**config.mk**
```make
export PLATFORM = sky130hd
export DESIGN_NAME = caravel_clock_ctrl_flat
export DESIGN_NICKNAME = d
export VERILOG_FILES = /design/src/rtl/caravel_clock_ctrl_pkg.sv /design/src/rtl/caravel_clock_ctrl_if.sv /design/src/rtl/caravel_clock_ctrl_timer.sv /design/src/rtl/caravel_clock_ctrl.sv /design/src/flat_wrapper.sv
export SDC_FILE = /design/constraint.sdc
export NUM_CORES = 1
export LEC_CHECK = 0
export ABC_CLOCK_PERIOD_IN_PS = 3750
export CORE_MARGIN = 2
export CORE_UTILIZATION = 45
export CTS_CLUSTER_DIAMETER = 40
export DETAILED_ROUTE_END_ITERATION = 7
export DONT_BUFFER_PORTS = 1
export PLACE_DENSITY_LB_ADDON = 0.08
export SLEW_MARGIN = 20
export SYNTH_ARGS = -nofsm -noshare
export SYNTH_HDL_FRONTEND = slang
export SYNTH_SLANG_ARGS = --single-unit
export TNS_END_PERCENT = 100
```
**constraint.sdc**
```tcl
create_clock -name clk -period 3.75 [get_ports clk]
set_input_delay 1.125 -clock clk [delete_from_list [all_inputs] [get_ports clk]]
set_output_delay 1.125 -clock clk [all_outputs]
set_load 0.005 [all_outputs]
```
**src/rtl/caravel_clock_ctrl_pkg.sv**
```systemverilog
// Shared types and defaults for the clocking-block reconfiguration sequencer.
// Imported by the sequencer top and its testbench.
package caravel_clock_pkg;

    typedef enum logic [2:0] {
        ST_IDLE,
        ST_HOLD,
        ST_PLL_ON,
        ST_APPLY,
        ST_SYNC,
        ST_RELEASE
    } state_t;

    typedef struct packed {
        logic       ext_sel;
        logic [2:0] sel;
        logic [2:0] sel2;
    } clk_cfg_t;

    localparam int DEF_HOLD_CYCLES   = 4;
    localparam int DEF_SETTLE_CYCLES = 1000;
    localparam int DEF_SYNC_CYCLES   = 8;

    // Power-up clocking: external pad clock, both dividers at 0.
    localparam clk_cfg_t CFG_RESET = '{ext_sel: 1'b1, sel: 3'd0, sel2: 3'd0};

    function automatic int max3(input int a, input int b, input int c);
        int m;
        m = (a > b) ? a : b;
        return (m > c) ? m : c;
    endfunction

endpackage

```
**src/rtl/caravel_clock_ctrl_if.sv**
```systemverilog
// Housekeeping request channel into the clock sequencer (valid/ready handshake).
interface caravel_clock_ctrl_if;

    logic       req_valid;
    logic       req_ready;
    logic       req_ext_sel;
    logic [2:0] req_sel;
    logic [2:0] req_sel2;
    logic       req_pll_off;

    modport master (
        output req_valid, req_ext_sel, req_sel, req_sel2, req_pll_off,
        input  req_ready
    );

    modport slave (
        input  req_valid, req_ext_sel, req_sel, req_sel2, req_pll_off,
        output req_ready
    );

endinterface

```
**src/rtl/caravel_clock_ctrl_timer.sv**
```systemverilog
// Loadable down-counter with zero flag; shared by the hold, PLL-settle and sync waits.
module clock_ctrl_timer #(
    parameter int WIDTH = 4
) (
    input  logic             clk,
    input  logic             reset,
    input  logic             load,
    input  logic [WIDTH-1:0] load_val,
    output logic             zero
);

    logic [WIDTH-1:0] count;

    // NOTE: sequential state uses non-blocking assignments so every flop samples pre-edge values.
    always_ff @(posedge clk or posedge reset) begin
        if (reset) begin
            count <= '0;
        end else if (load) begin
            count <= load_val;
        end else if (count != '0) begin
            count <= count - WIDTH'(1);
        end
    end

    assign zero = (count == '0);

endmodule

```
**src/rtl/caravel_clock_ctrl.sv**
```systemverilog
// Glitch-free clocking reconfiguration: holds the core in reset, brings up the PLL
// if needed, applies the new select/divider values, then releases the core.
module caravel_clock_ctrl
    import caravel_clock_pkg::*;
#(
    parameter int HOLD_CYCLES   = DEF_HOLD_CYCLES,
    parameter int SETTLE_CYCLES = DEF_SETTLE_CYCLES,
    parameter int SYNC_CYCLES   = DEF_SYNC_CYCLES
) (
    input  logic                 clk,
    input  logic                 reset,
    caravel_clock_ctrl_if.slave  hk,
    output logic                 ext_clk_sel,
    output logic [2:0]           sel,
    output logic [2:0]           sel2,
    output logic                 pll_ena,
    output logic                 core_hold,
    output logic                 busy,
    output logic                 done
);

    localparam int CNT_W = $clog2(max3(HOLD_CYCLES, SETTLE_CYCLES, SYNC_CYCLES)) + 1;
    localparam logic [CNT_W-1:0] HOLD_LD   = CNT_W'(HOLD_CYCLES - 1);
    localparam logic [CNT_W-1:0] SETTLE_LD = CNT_W'(SETTLE_CYCLES - 1);
    localparam logic [CNT_W-1:0] SYNC_LD   = CNT_W'(SYNC_CYCLES - 1);

    state_t           state;
    clk_cfg_t         cur_cfg;
    clk_cfg_t         cap_cfg;
    clk_cfg_t         req_cfg;
    logic             cap_pll_off;
    logic             ready_q;
    logic             handshake;
    logic             pll_match;
    logic             no_change;
    logic             need_pll;
    logic             tmr_load;
    logic [CNT_W-1:0] tmr_val;
    logic             tmr_zero;

    assign req_cfg   = {hk.req_ext_sel, hk.req_sel, hk.req_sel2};
    assign handshake = hk.req_valid && ready_q;

    // The PLL matches if a PLL request finds it running, or an external request leaves it as-is.
    assign pll_match = hk.req_ext_sel ? (!hk.req_pll_off || !pll_ena) : pll_ena;
    assign no_change = (req_cfg == cur_cfg) && pll_match;
    assign need_pll  = !cap_cfg.ext_sel && !pll_ena;

    // Timer is loaded on the same edge that enters a timed state.
    // NOTE: every always_comb output gets a default first so no latch is inferred.
    always_comb begin
        tmr_load = 1'b0;
        tmr_val  = '0;
        unique case (state)
            ST_IDLE: begin
                if (handshake && !no_change) begin
                    tmr_load = 1'b1;
                    tmr_val  = HOLD_LD;
                end
            end
            ST_HOLD: begin
                if (tmr_zero && need_pll) begin
                    tmr_load = 1'b1;
                    tmr_val  = SETTLE_LD;
                end
            end
            ST_APPLY: begin
                tmr_load = 1'b1;
                tmr_val  = SYNC_LD;
            end
            default: ;
        endcase
    end

    clock_ctrl_timer #(.WIDTH(CNT_W)) u_timer (
        .clk      (clk),
        .reset    (reset),
        .load     (tmr_load),
        .load_val (tmr_val),
        .zero     (tmr_zero)
    );

    always_ff @(posedge clk or posedge reset) begin
        if (reset) begin
            state       <= ST_IDLE;
            cur_cfg     <= CFG_RESET;
            cap_cfg     <= CFG_RESET;
            cap_pll_off <= 1'b0;
            pll_ena     <= 1'b0;
            core_hold   <= 1'b0;
            busy        <= 1'b0;
            done        <= 1'b0;
            ready_q     <= 1'b1;
        end else begin
            done <= 1'b0;
            unique case (state)
                ST_IDLE: begin
                    if (handshake) begin
                        cap_cfg     <= req_cfg;
                        cap_pll_off <= hk.req_pll_off;
                        ready_q     <= 1'b0;
                        busy        <= 1'b1;
                        if (no_change) begin
                            state <= ST_RELEASE;
                            done  <= 1'b1;
                        end else begin
                            state     <= ST_HOLD;
                            core_hold <= 1'b1;
                        end
                    end
                end
                ST_HOLD: begin
                    if (tmr_zero) begin
                        if (need_pll) begin
                            state   <= ST_PLL_ON;
                            pll_ena <= 1'b1;
                        end else begin
                            state <= ST_APPLY;
                        end
                    end
                end
                ST_PLL_ON: begin
                    if (tmr_zero) begin
                        state <= ST_APPLY;
                    end
                end
                ST_APPLY: begin
                    cur_cfg <= cap_cfg;
                    state   <= ST_SYNC;
                end
                ST_SYNC: begin
                    if (tmr_zero) begin
                        state     <= ST_RELEASE;
                        core_hold <= 1'b0;
                        done      <= 1'b1;
                    end
                end
                ST_RELEASE: begin
                    // PLL may only drop once the core is already running from the pad clock.
                    if (cap_cfg.ext_sel && cap_pll_off) begin
                        pll_ena <= 1'b0;
                    end
                    state   <= ST_IDLE;
                    busy    <= 1'b0;
                    ready_q <= 1'b1;
                end
                default: state <= ST_IDLE;
            endcase
        end
    end

    assign ext_clk_sel  = cur_cfg.ext_sel;
    assign sel          = cur_cfg.sel;
    assign sel2         = cur_cfg.sel2;
    assign hk.req_ready = ready_q;

endmodule

```
**src/flat_wrapper.sv**
```systemverilog
// flat-port wrapper written by rule: the top's interface ports become plain ports
module caravel_clock_ctrl_flat import caravel_clock_pkg::*;
#(
    parameter int HOLD_CYCLES   = DEF_HOLD_CYCLES,
    parameter int SETTLE_CYCLES = DEF_SETTLE_CYCLES,
    parameter int SYNC_CYCLES   = DEF_SYNC_CYCLES
)
  (clk, reset, ext_clk_sel, sel, sel2, pll_ena, core_hold, busy, done, hk_req_valid, hk_req_ext_sel, hk_req_sel, hk_req_sel2, hk_req_pll_off, hk_req_ready);
  caravel_clock_ctrl_if hk_i ();
  input  logic clk;
  input  logic reset;
  output logic ext_clk_sel;
  output logic [2:0] sel;
  output logic [2:0] sel2;
  output logic pll_ena;
  output logic core_hold;
  output logic busy;
  output logic done;
  input wire logic [$bits(hk_i.req_valid)-1:0] hk_req_valid;
  input wire logic [$bits(hk_i.req_ext_sel)-1:0] hk_req_ext_sel;
  input wire logic [$bits(hk_i.req_sel)-1:0] hk_req_sel;
  input wire logic [$bits(hk_i.req_sel2)-1:0] hk_req_sel2;
  input wire logic [$bits(hk_i.req_pll_off)-1:0] hk_req_pll_off;
  output wire logic [$bits(hk_i.req_ready)-1:0] hk_req_ready;
  assign hk_i.req_valid = hk_req_valid;
  assign hk_i.req_ext_sel = hk_req_ext_sel;
  assign hk_i.req_sel = hk_req_sel;
  assign hk_i.req_sel2 = hk_req_sel2;
  assign hk_i.req_pll_off = hk_req_pll_off;
  assign hk_req_ready = hk_i.req_ready;
  caravel_clock_ctrl #(.HOLD_CYCLES(HOLD_CYCLES), .SETTLE_CYCLES(SETTLE_CYCLES), .SYNC_CYCLES(SYNC_CYCLES)) u_core (.clk(clk), .reset(reset), .hk(hk_i), .ext_clk_sel(ext_clk_sel), .sel(sel), .sel2(sel2), .pll_ena(pll_ena), .core_hold(core_hold), .busy(busy), .done(done));
endmodule
```
==> flow_summary.yaml <==
floorplanning:
  start_util_pct: 46.7
  count_of_standard_cell_rows: 22
  die_h_um: 65.7
  placeableCoreArea_mm2: 0.00366
  die_area_mm2: 0.00431
  die_width_um: 65.7
  ios: 23
sta:
  timing.hold.ws_ps: 477
  tns_ps: 0
  max_slew_margin_pct: 60.2
  timing.final.ws_setup_ps: 1170
  setup_viol_count_final: 0
  timing_worst_slew_pin_value_ps: 597
  rsz0062_at_grt: "false"
  final.period_utilization_pct: 68.7
  timing.final.hold_violations: 0
  maxSlewViolCount: 0
  fmax_mhz: 388
  worst_clock_skew_ps: 3.05
  period_needed_ps: 2580
logic_synthesis:
  ys_flop_type: "dfrtp_1"
  synth-async-reset-ratio_pct: 100
  synth-edff-count: 0
  synth_area_leader_cell: "dfrtp_1"
  yosys.area.top_type_share_pct: 45.4
  mean_cell_area_of_the_mapped_netlist_um2: 11.0
  netlist-cell-type-count: 43
  number_of_instances_in_the_synthesized_netlist: 156
  ys_top_cells_by_count: "dfrtp_1 (31), mux2_2 (15), nand2_1 (13)"
  ys_warn_count: 0
  ys_seq_area_share_pct: 50.0
  synth-seq-cells: 34
  leading_cell_types_by_total_area_after_synthesis: "dfrtp_1 (45%), mux2_2 (9.9%), dfstp_2 (4.6%), xor2_1 (3.6%), nand2_1 (2.9%)"
  yosysMostFrequentCell: "dfrtp_1"
  synth_area_mm2: 0.00171
  synth.net_count: 168
routing:
  routed_via_density: 5.82
  vias_after_detailed_routing: 1205
  drt_first_iter_violations: 51
  drt.antenna.violating_nets: 0
  post_drt_wl_per_cell_um: 16.1
  firstDrtPassIters: 4
  drc_errors: 0
  postRouteWirelength_um: 3320
status:
  outcome: "completed"
cts:
  cts_repair_resize_count: 0
  longest_clk_path_bufs: 2
  total_clock_sinks: 34
  clkSlewWorstSetupHoldPaths_ps: 60
  hold_buffers: 0
  post-cts-setup-buffer-count: 0
  ctsHtreeMaxLevel: 2
  cts_made_buffers: 5
  tritoncts_clock_tree: "built"
  cts-root-buf: "clkbuf_8"
  insertion_delay_ps: 280
hold_path:
  hold_path.startpoint: "u_core.hk.req_ready$_DFFE_PP1P_"
  hold_class: "reg -> reg"
critical_path:
  critical_path_peak_fanout: 7
  startpoint_type: "flip-flop"
  worstPathRequired_ps: 3910
  launch_point_of_the_worst_path: "u_core.u_timer.count[0]$_DFFE_PP0P_"
  setup.worst_path.class: "reg -> reg"
  crit_path_end_kind: "flip-flop"
  rr_startpoint: "u_core.u_timer.count[0]$_DFFE_PP0P_"
  arrival_ps: 2740
placement:
  dp_hpwl_um: 2390
  pre_cts_slack_ps: 1160
  gp_routability_congestion: 0.765
  buffer_ports.inserted: 0
power:
  p_leak_uw: 0.000805
  power_uw: 1420
  power.density_cell_area_mw_per_mm2: 768
  vdd_ir_max_v: 0.000315
grt:
  initial_antenna_violation_count: 0
  globalRouteOverflowTotal: 0
  grtUsageTotal_pct: 17.9
  grt_pass1_wl_um: 5740
  first_global_vias: 1245
  grt_start_max_net_pins: 19
layout:
  drive_gt1_share_pct: 20.8
  num-fill-cells: 347
  diodes: 0
  num-nets-final: 170
  synthToLayoutAreaGrowth_pct: 7.97
run:
  max_cap_viol_count: 0
per-stage QoR:
stage	cell area [um^2]	util [%]	cells
floorplan	1710	-	156
global placement	1760	48.0	199
detailed placement	1760	48.0	199
CTS	1850	50.4	207
global route	1850	50.4	207
finish	1850	50.4	207
critical path, stage by stage (launching register included):
cell     delay, ps
dfrtp_1        460
inv_1           90
ha_1           210
or3b_1         500
or4_1          720
mux2i_1        180
or3_1          300
per-layer routing:
layer	track usage (%)	wire, um	up-vias	part of all wire (%)
met1	21.0	1460	592	44
met3	7.36	198	5	6.0
li1	-	-	578	-
met4	6.77	34	0	1.0
met5	0	0	-	0
met2	29.3	1630	30	49
path summary, 6_finish.rpt:
check	depth (start not counted)	to	slack [ps]
max	6	u_core.u_timer.count[1]$_DFFE_PP0P_	1170
min	2	u_core.hk.req_ready$_DFFE_PP1P_	480
max reg2reg	6	u_core.u_timer.count[1]$_DFFE_PP0P_	1170
min reg2reg	2	u_core.hk.req_ready$_DFFE_PP1P_	480
max in group asynchronous	2	u_core.ext_clk_sel$_DFFE_PP1N_	2220
min in group asynchronous	1	u_core.cap_cfg[0]$_DFFE_PP0P_	800
final cells by class:
class                      instances  area (um^2)  share of cell area (%)
sequential                        34          855                    46.3
multi-input combinational        108          801                    43.4
clock buffer                       8         90.1                    4.88
tap                               48         60.1                    3.25
inverter                           7         26.3                    1.42
timing repair buffer               2         15.0                   0.813
layout by cell type (no fill, tap or decap), types with 4 or more instances in the layout:
cell type	n
o21ai_0	8
or3_1	5
o211ai_1	5
mux2_2	15
xor2_1	7
nand2_1	13
nor2_1	5
nor3_1	4
clkbuf_8	6
inv_1	7
dfrtp_1	31
nor4_1	5
where the power goes:
| part | switching [uW] | internal [uW] | leakage, uW |
|---|---|---|---|
| registers | 164 | 527 | 0.000421 |
| logic | 221 | 237 | 0.000339 |
| clock network | 120 | 150 | 0.0000455 |
flip-flops by register name, indices dropped and copies added, names as in the netlist:
name                  count
u_core.u_timer.count     11
u_core.cap_cfg            7
u_core.sel2               3
u_core.sel                3
u_core.state              3
u_core.busy               1
u_core.cap_pll_off        1
u_core.core_hold          1
u_core.done               1
u_core.ext_clk_sel        1
u_core.hk.req_ready       1
u_core.pll_ena            1
kinds of logic (layout without fill, tap and decap cells):
kind of cell	count (synthesis)	in the layout	share of synthesized area, %
XOR/XNOR	8	8	4.10
AO/OA/AOI/OAI	32	32	13.8
flip-flops	34	34	50.0
multiplexers	16	16	10.5
adder cells (fa/ha/maj)	1	1	0.731
buffers and inverters	14	17	3.22
AND/OR/NAND/NOR	51	51	17.7
(Power assumes the default switching activity.)
